### config.mk
export PLATFORM = sky130hd
export DESIGN_NAME = data_mem_ctrl_flat
export DESIGN_NICKNAME = d
export VERILOG_FILES = /design/src/rtl/dmem_pkg.sv /design/src/rtl/data_mem_ctrl_if.sv /design/src/rtl/dmem_lane_align.sv /design/src/rtl/data_mem_ctrl.sv /design/src/flat_wrapper.sv
export SDC_FILE = /design/constraint.sdc
export NUM_CORES = 2
export LEC_CHECK = 0
export ABC_AREA = 1
export BUFFER_PORTS_ARGS = -buffer_cell sky130_fd_sc_hd__buf_2
export CAP_MARGIN = 20
export CORE_MARGIN = 2
export CORE_UTILIZATION = 30
export CTS_CLUSTER_DIAMETER = 150
export DETAILED_ROUTE_END_ITERATION = 16
export PLACE_DENSITY_LB_ADDON = 0.15
export SYNTH_ARGS = -nofsm -noshare
export SYNTH_HDL_FRONTEND = slang
export SYNTH_SLANG_ARGS = --single-unit
### constraint.sdc
create_clock -name clk -period 3.65 [get_ports clk]
set_input_delay 0.9125 -clock clk [delete_from_list [all_inputs] [get_ports clk]]
set_output_delay 0.9125 -clock clk [all_outputs]
set_load 0.005 [all_outputs]
### src/rtl/dmem_pkg.sv
// Shared constants, FSM state encoding and access-legality decode for the data memory controller.
// Latency: n/a (types, constants and a pure function only).
// Backpressure: n/a.
package dmem_pkg;

  localparam int FUNCT3_W   = 3;
  localparam int BYTE_OFS_W = 2;
  // Wait counter holds LATENCY-2, at most 2 for LATENCY = 4.
  localparam int CNT_W      = 2;

  localparam logic [FUNCT3_W-1:0] F3_B  = 3'd0;
  localparam logic [FUNCT3_W-1:0] F3_H  = 3'd1;
  localparam logic [FUNCT3_W-1:0] F3_W  = 3'd2;
  localparam logic [FUNCT3_W-1:0] F3_BU = 3'd4;
  localparam logic [FUNCT3_W-1:0] F3_HU = 3'd5;

  typedef enum logic [1:0] {
    ST_IDLE = 2'd0,
    ST_WAIT = 2'd1,
    ST_RESP = 2'd2
  } state_t;

  // Illegal width code or misaligned offset; range checking is done by the caller.
  function automatic logic access_err(input logic we,
                                      input logic [FUNCT3_W-1:0] funct3,
                                      input logic [BYTE_OFS_W-1:0] ofs);
    logic e;
    case (funct3)
      F3_B:    e = 1'b0;
      F3_H:    e = ofs[0];
      F3_W:    e = (ofs != 2'b00);
      F3_BU:   e = we;
      F3_HU:   e = we || ofs[0];
      default: e = 1'b1;
    endcase
    return e;
  endfunction

endpackage

### src/rtl/data_mem_ctrl_if.sv
// Request/response bundle between a load-store unit and the data memory controller.
// Latency: n/a (wiring only).
// Backpressure: req_ready gates requests; responses are a one-cycle strobe with no backpressure.
interface data_mem_ctrl_if
  import dmem_pkg::*;
#(
  parameter int ADDR_W = 8
);
  logic                req_valid;
  logic                req_ready;
  logic                req_we;
  logic [FUNCT3_W-1:0] req_funct3;
  logic [ADDR_W-1:0]   req_addr;
  logic [31:0]         req_wdata;
  logic                rsp_valid;
  logic [31:0]         rsp_rdata;
  logic                rsp_err;

  modport master (
    output req_valid, req_we, req_funct3, req_addr, req_wdata,
    input  req_ready, rsp_valid, rsp_rdata, rsp_err
  );

  modport slave (
    input  req_valid, req_we, req_funct3, req_addr, req_wdata,
    output req_ready, rsp_valid, rsp_rdata, rsp_err
  );
endinterface

### src/rtl/dmem_lane_align.sv
// Byte-lane steering: load extract with sign/zero extension and store byte-merge into the old word.
// Latency: purely combinational.
// Backpressure: none.
module dmem_lane_align
  import dmem_pkg::*;
(
  input  logic [FUNCT3_W-1:0]   funct3,
  input  logic [BYTE_OFS_W-1:0] ofs,
  input  logic [31:0]           rword,
  input  logic [31:0]           wdata,
  output logic [31:0]           ldata,
  output logic [31:0]           mword
);

  logic [7:0]  byte_sel;
  logic [15:0] half_sel;

  assign byte_sel = rword[{ofs, 3'b000} +: 8];
  assign half_sel = rword[{ofs[1], 4'b0000} +: 16];

  // Load path: pick the addressed lane(s) and extend to 32 bits.
  always_comb begin
    ldata = '0;
    case (funct3)
      F3_B:    ldata = {{24{byte_sel[7]}}, byte_sel};
      F3_H:    ldata = {{16{half_sel[15]}}, half_sel};
      F3_W:    ldata = rword;
      F3_BU:   ldata = {24'd0, byte_sel};
      F3_HU:   ldata = {16'd0, half_sel};
      default: ldata = '0;
    endcase
  end

  // Store path: overwrite only the addressed lane(s), keep the rest of the word.
  always_comb begin
    mword = rword;
    case (funct3)
      F3_B:    mword[{ofs, 3'b000} +: 8]     = wdata[7:0];
      F3_H:    mword[{ofs[1], 4'b0000} +: 16] = wdata[15:0];
      F3_W:    mword = wdata;
      default: mword = rword;
    endcase
  end

endmodule

### src/rtl/data_mem_ctrl.sv
// Single-port RV32I data memory: byte/half/word loads and stores with error detection.
// Latency: response strobe LATENCY cycles after acceptance; read and store commit on the edge entering RESP.
// Backpressure: req_ready low while waiting out latency; one request per LATENCY cycles back-to-back.
module data_mem_ctrl
  import dmem_pkg::*;
#(
  parameter int DEPTH_WORDS = 64,
  parameter int ADDR_W      = 8,
  parameter int LATENCY     = 1
) (
  input  logic             clk,
  input  logic             rst_n,
  data_mem_ctrl_if.slave   bus
);

  localparam int IDX_W = (DEPTH_WORDS > 1) ? $clog2(DEPTH_WORDS) : 1;

  state_t              state;
  logic [CNT_W-1:0]    cnt;
  logic                ready_q;
  logic                cap_we;
  logic [FUNCT3_W-1:0] cap_f3;
  logic [ADDR_W-1:0]   cap_addr;
  logic [31:0]         cap_wdata;
  logic                rsp_valid_q;
  logic [31:0]         rsp_rdata_q;
  logic                rsp_err_q;

  logic                accept;
  logic                enter_resp;
  logic                act_we;
  logic [FUNCT3_W-1:0] act_f3;
  logic [ADDR_W-1:0]   act_addr;
  logic [31:0]         act_wdata;
  logic [ADDR_W-3:0]   word_idx;
  logic [IDX_W-1:0]    mem_idx;
  logic                err;
  logic                mem_we;
  logic [31:0]         rword;
  logic [31:0]         ldata;
  logic [31:0]         mword;

  // Storage is deliberately outside reset: contents survive rst_n.
  logic [31:0] mem [DEPTH_WORDS];

  assign accept = bus.req_valid && ready_q;

  // Request acted on this edge: the live one for LATENCY 1, the captured one when leaving WAIT.
  always_comb begin
    act_we    = bus.req_we;
    act_f3    = bus.req_funct3;
    act_addr  = bus.req_addr;
    act_wdata = bus.req_wdata;
    if (state == ST_WAIT) begin
      act_we    = cap_we;
      act_f3    = cap_f3;
      act_addr  = cap_addr;
      act_wdata = cap_wdata;
    end
  end

  assign word_idx   = act_addr[ADDR_W-1:BYTE_OFS_W];
  assign mem_idx    = act_addr[IDX_W+BYTE_OFS_W-1:BYTE_OFS_W];
  assign err        = access_err(act_we, act_f3, act_addr[BYTE_OFS_W-1:0]) ||
                      (32'(word_idx) >= 32'(DEPTH_WORDS));
  assign enter_resp = ((state == ST_WAIT) && (cnt == '0)) || (accept && (LATENCY == 1));
  assign rword      = mem[mem_idx];
  // rst_n gate keeps a store from landing on an edge that occurs while reset is held.
  assign mem_we     = rst_n && enter_resp && act_we && !err;

  dmem_lane_align u_lane (
    .funct3 (act_f3),
    .ofs    (act_addr[BYTE_OFS_W-1:0]),
    .rword  (rword),
    .wdata  (act_wdata),
    .ldata  (ldata),
    .mword  (mword)
  );

  // Store commit into the word array.
  always_ff @(posedge clk) begin
    if (mem_we) begin
      mem[mem_idx] <= mword;
    end
  end

  // Control FSM with registered ready and response outputs.
  always_ff @(posedge clk or negedge rst_n) begin
    if (!rst_n) begin
      state       <= ST_IDLE;
      cnt         <= '0;
      ready_q     <= 1'b1;
      cap_we      <= 1'b0;
      cap_f3      <= '0;
      cap_addr    <= '0;
      cap_wdata   <= '0;
      rsp_valid_q <= 1'b0;
      rsp_rdata_q <= '0;
      rsp_err_q   <= 1'b0;
    end else begin
      rsp_valid_q <= 1'b0;
      rsp_rdata_q <= '0;
      rsp_err_q   <= 1'b0;
      if (accept) begin
        cap_we    <= bus.req_we;
        cap_f3    <= bus.req_funct3;
        cap_addr  <= bus.req_addr;
        cap_wdata <= bus.req_wdata;
      end
      case (state)
        ST_WAIT: begin
          if (cnt == '0) begin
            state   <= ST_RESP;
            ready_q <= 1'b1;
          end else begin
            cnt <= cnt - CNT_W'(1);
          end
        end
        default: begin
          if (accept) begin
            if (LATENCY == 1) begin
              state   <= ST_RESP;
              ready_q <= 1'b1;
            end else begin
              state   <= ST_WAIT;
              cnt     <= CNT_W'(LATENCY - 2);
              ready_q <= 1'b0;
            end
          end else begin
            state   <= ST_IDLE;
            ready_q <= 1'b1;
          end
        end
      endcase
      if (enter_resp) begin
        rsp_valid_q <= 1'b1;
        rsp_err_q   <= err;
        rsp_rdata_q <= (err || act_we) ? '0 : ldata;
      end
    end
  end

  assign bus.req_ready = ready_q;
  assign bus.rsp_valid = rsp_valid_q;
  assign bus.rsp_rdata = rsp_rdata_q;
  assign bus.rsp_err   = rsp_err_q;

endmodule

### src/flat_wrapper.sv
// flat-port wrapper written by rule: the top's interface ports become plain ports
module data_mem_ctrl_flat import dmem_pkg::*;
#(
  parameter int DEPTH_WORDS = 64,
  parameter int ADDR_W      = 8,
  parameter int LATENCY     = 1
)
  (clk, rst_n, bus_req_valid, bus_req_we, bus_req_funct3, bus_req_addr, bus_req_wdata, bus_req_ready, bus_rsp_valid, bus_rsp_rdata, bus_rsp_err);
  data_mem_ctrl_if #(.ADDR_W(ADDR_W)) bus_i ();
  input  logic clk;
  input  logic rst_n;
  input wire logic [$bits(bus_i.req_valid)-1:0] bus_req_valid;
  input wire logic [$bits(bus_i.req_we)-1:0] bus_req_we;
  input wire logic [$bits(bus_i.req_funct3)-1:0] bus_req_funct3;
  input wire logic [$bits(bus_i.req_addr)-1:0] bus_req_addr;
  input wire logic [$bits(bus_i.req_wdata)-1:0] bus_req_wdata;
  output wire logic [$bits(bus_i.req_ready)-1:0] bus_req_ready;
  output wire logic [$bits(bus_i.rsp_valid)-1:0] bus_rsp_valid;
  output wire logic [$bits(bus_i.rsp_rdata)-1:0] bus_rsp_rdata;
  output wire logic [$bits(bus_i.rsp_err)-1:0] bus_rsp_err;
  assign bus_i.req_valid = bus_req_valid;
  assign bus_i.req_we = bus_req_we;
  assign bus_i.req_funct3 = bus_req_funct3;
  assign bus_i.req_addr = bus_req_addr;
  assign bus_i.req_wdata = bus_req_wdata;
  assign bus_req_ready = bus_i.req_ready;
  assign bus_rsp_valid = bus_i.rsp_valid;
  assign bus_rsp_rdata = bus_i.rsp_rdata;
  assign bus_rsp_err = bus_i.rsp_err;
  data_mem_ctrl #(.DEPTH_WORDS(DEPTH_WORDS), .ADDR_W(ADDR_W), .LATENCY(LATENCY)) u_core (.clk(clk), .rst_n(rst_n), .bus(bus_i));
endmodule
==> run metrics <==
Yosys cell types=37; CTS hold repair buffers=0; Final setup viols=0; Core Area=291000 sq um; Hold Violations, Final=0; RSZ-0062 raised after global routing=no; Synth Instances=8308; Post-Route WL=between 300000 and 400000 um; area occupied by multi-input gates=23500 sq um; Post-DP HPWL=210000 um; post-synthesis mux area share=0%; outcome=complete, no violations; type of the tightest min-delay check=input port to asynchronous set/reset pin; Clock Path Buffers=3; CTS tree=built; Sw Pwr=around 14 mW; skew final=0.0507 ns; starting density of the core=approximately 30%; area delta synth->final=24.2%; cts bufs inserted=228; Worst-Margin Slew=~0.87 ns; Slew HR=41.7%; Final ANT Viol Nets=0; Setup crit start kind=input port; total grt overflow=0; layout net count=9084; Die Span Y=545 um; switching share of power=24.8%; root buf cell=clkbuf_16; Ports=82; largest family of logic cells by synthesized area=simple AND/OR/NAND/NOR gates; post-layout min period=between 3 and 4 ns; cell accounting for the most synthesized area=edfxtp_1; register area share after synthesis=71.0%; Synth area leaders=edfxtp_1, nand2_1, a21oi_1; Worst-path clk slew=0.06 ns; Design Area, Final=109000 sq um; row cnt=between 150 and 200; XOR/XNOR Fraction of Synth Area=0%; type of the worst setup path=input port to register; die width=roughly 540 um; max cap viols=0; Synthesized Nets=8360; final worst-path cycle share=91.8%; Port Buf Inserts=80; largest net degree at the start of global routing=65; # fillers=28.6k; Yosys reg bits=2082; Clock Sink Count=~2.1k; LEAKAGE=between 40 and 50 nW; compound-cell area share of the yosys netlist=4.10%; first-pass GRT wire length=between 400000 and 500000 um; share of post-route cells with drive strength above 1=15.4%; Post-route DRC=0; total die area=297000 sq um; router iterations before antenna repair=8; initial antenna violation count=23; syn avg cell area=10.6 sq um; vias in the first global route=approximately 61k; register area=62300 sq um; Slew Limit Fails=0; CP arrival=3.90 ns; cell area power density=around 500 nW/um^2; wire length per cell=24.3 um; peak supply drop=0.549 mV; logic gate share of total power=between 10% and 20%; Clock Power Share=40.8%; Post-CTS Setup Bufs=0; cts repair resizes=0; Critical Path Sink Type=register; DR iter-0 viols=5996; gpl congestion=0.890; total design power=55.3 mW; sequential power share=49.1%; Cell Area, Synth=slightly below 90000 sq um; clk_lat worst skew=0.90 ns; Crit path required time=4.20 ns; Global Route Usage Sum=about a fifth; Vias=62.8k; post-synthesis adder-cell area fraction=less than 1%; Ys Warns=0; CTS H-Tree Depth=4; fmax=0.299 GHz; Via density=4.78; Max FO, Critical Path=48; Internal Power=about 42 mW; Simple-Gate Fraction of Synth Area=21.6%; post-synth top area share=70.1%; post-placement cell area=about 100000 sq um
routing by layer:
metal / track usage [%] / routed length [um]
met5: 0 / 37
met4: 6.52 / 9790
met3: 2.58 / 17600
met2: 33.8 / 146000
met1: 30.3 / 146000
cell families (layout without fill, tap and decap cells):
logic type               after synthesis  after routing
AND/OR/NAND/NOR                     4936           4936
flip-flops                          2082           2082
AO/OA/AOI/OAI                        658            658
buffers and inverters                626           1548
adder cells (fa/ha/maj)                5              5
other                                  1              4
worst max-delay path: stages:
cell	delay [ns]
buf_8	0.12
buf_12	0.19
buf_4	0.23
buf_4	0.20
nand2_1	0.06
a21oi_1	0.06
o21ai_0	0.18
nand2_1	0.07
nand2_1	0.08
nand2_1	0.28
nor2_1	0.50
buf_4	0.22
nand4_1	0.08
a22oi_1	0.27
nand3_4	0.14
buf_12	0.23
power groups by stage:
stage	registers, mW	clock network (mW)	logic, mW
floorplan	27.8	0	2.33
global placement	27.6	0	5.58
detailed placement	27.7	0	5.60
CTS	27.1	23.1	5.61
global route	27.1	23.9	6.00
finish	27.1	22.6	5.57
path summary, 6_finish.rpt:
check	start	to	slack (ns)	depth (start not counted)
min	rst_n	u_core.bus.rsp_rdata[16]	0.18	2
max in group asynchronous	rst_n	u_core.bus.rsp_rdata[2]	2.77	3
min in group clk	bus_req_valid	u_core.bus.rsp_valid	0.26	1
max	bus_req_addr[2]	u_core.mem[32][1]	0.30	16
min reg2reg	u_core.mem[4][17]	u_core.mem[30][17]	1.28	9
max reg2reg	u_core.mem[32][1]	u_core.mem[32][1]	0.73	12
sequential cells by signal, summed over array words and instances, names as in the netlist:
| signal | count |
|---|---|
| u_core.mem | 2048 |
| u_core.bus.rsp_err | 1 |
| u_core.bus.rsp_valid | 1 |
| u_core.bus.rsp_rdata | 32 |
metrics by stage:
stage / hold WS [ns] / setup slack (ns) / setup TNS (ns) / util, % / cells
after floorplan: 0.617 / -0.249 / -353.84 / - / 8308
after global placement: 1.13 / -0.532 / -500.70 / 34.9 / 12700
after detailed placement: 1.12 / -0.571 / -534.16 / 34.9 / 12700
after CTS: 0.143 / 0.366 / 0 / 37.4 / 13100
after global routing: 0.175 / 0.231 / 0 / 37.4 / 13100
final: 0.179 / 0.301 / 0 / 37.4 / 13100
Yosys cell counts, drive strengths merged:
cell,number
nand2,4478
edfxtp,2048
a21oi,312
buf,292
o21ai,239
nor2,232
inv,192
clkbuf,141
nand3,128
or2,63
o211ai,50
dfrtp,34
a22oi,31
nand4,18
nor3,10
o2111ai,8
o22ai,8
a31oi,7
nand3b,7
ha,5
a21boi,3
clkinv,1
conb,1
area by class of cell:
class	count	share of cell area [%]
inverter	193	0.693
sequential	2082	57.2
tap	3900	4.48
clock inverter	123	1.02
antenna	3	0.00689
timing repair buffer	927	9.42
clock buffer	305	5.63
multi-input combinational	5600	21.5
cells in the final DEF, fill, tap and decap left out, drive strengths merged:
cell type,instances
clkbuf,305
o2111ai,8
nor3,10
nor2,232
edfxtp,2048
clkinv,100
a21boi,3
diode,3
clkinvlp,5
dfrtp,34
o22ai,8
inv,196
ha,5
o21ai,239
nand3b,7
a31oi,7
o211ai,50
nand3,128
a21oi,312
buf,927
or2,63
nand2,4478
bufinv,15
nand4,18
conb,1
a22oi,31
No activity file was read; power rests on OpenSTA's default activity.
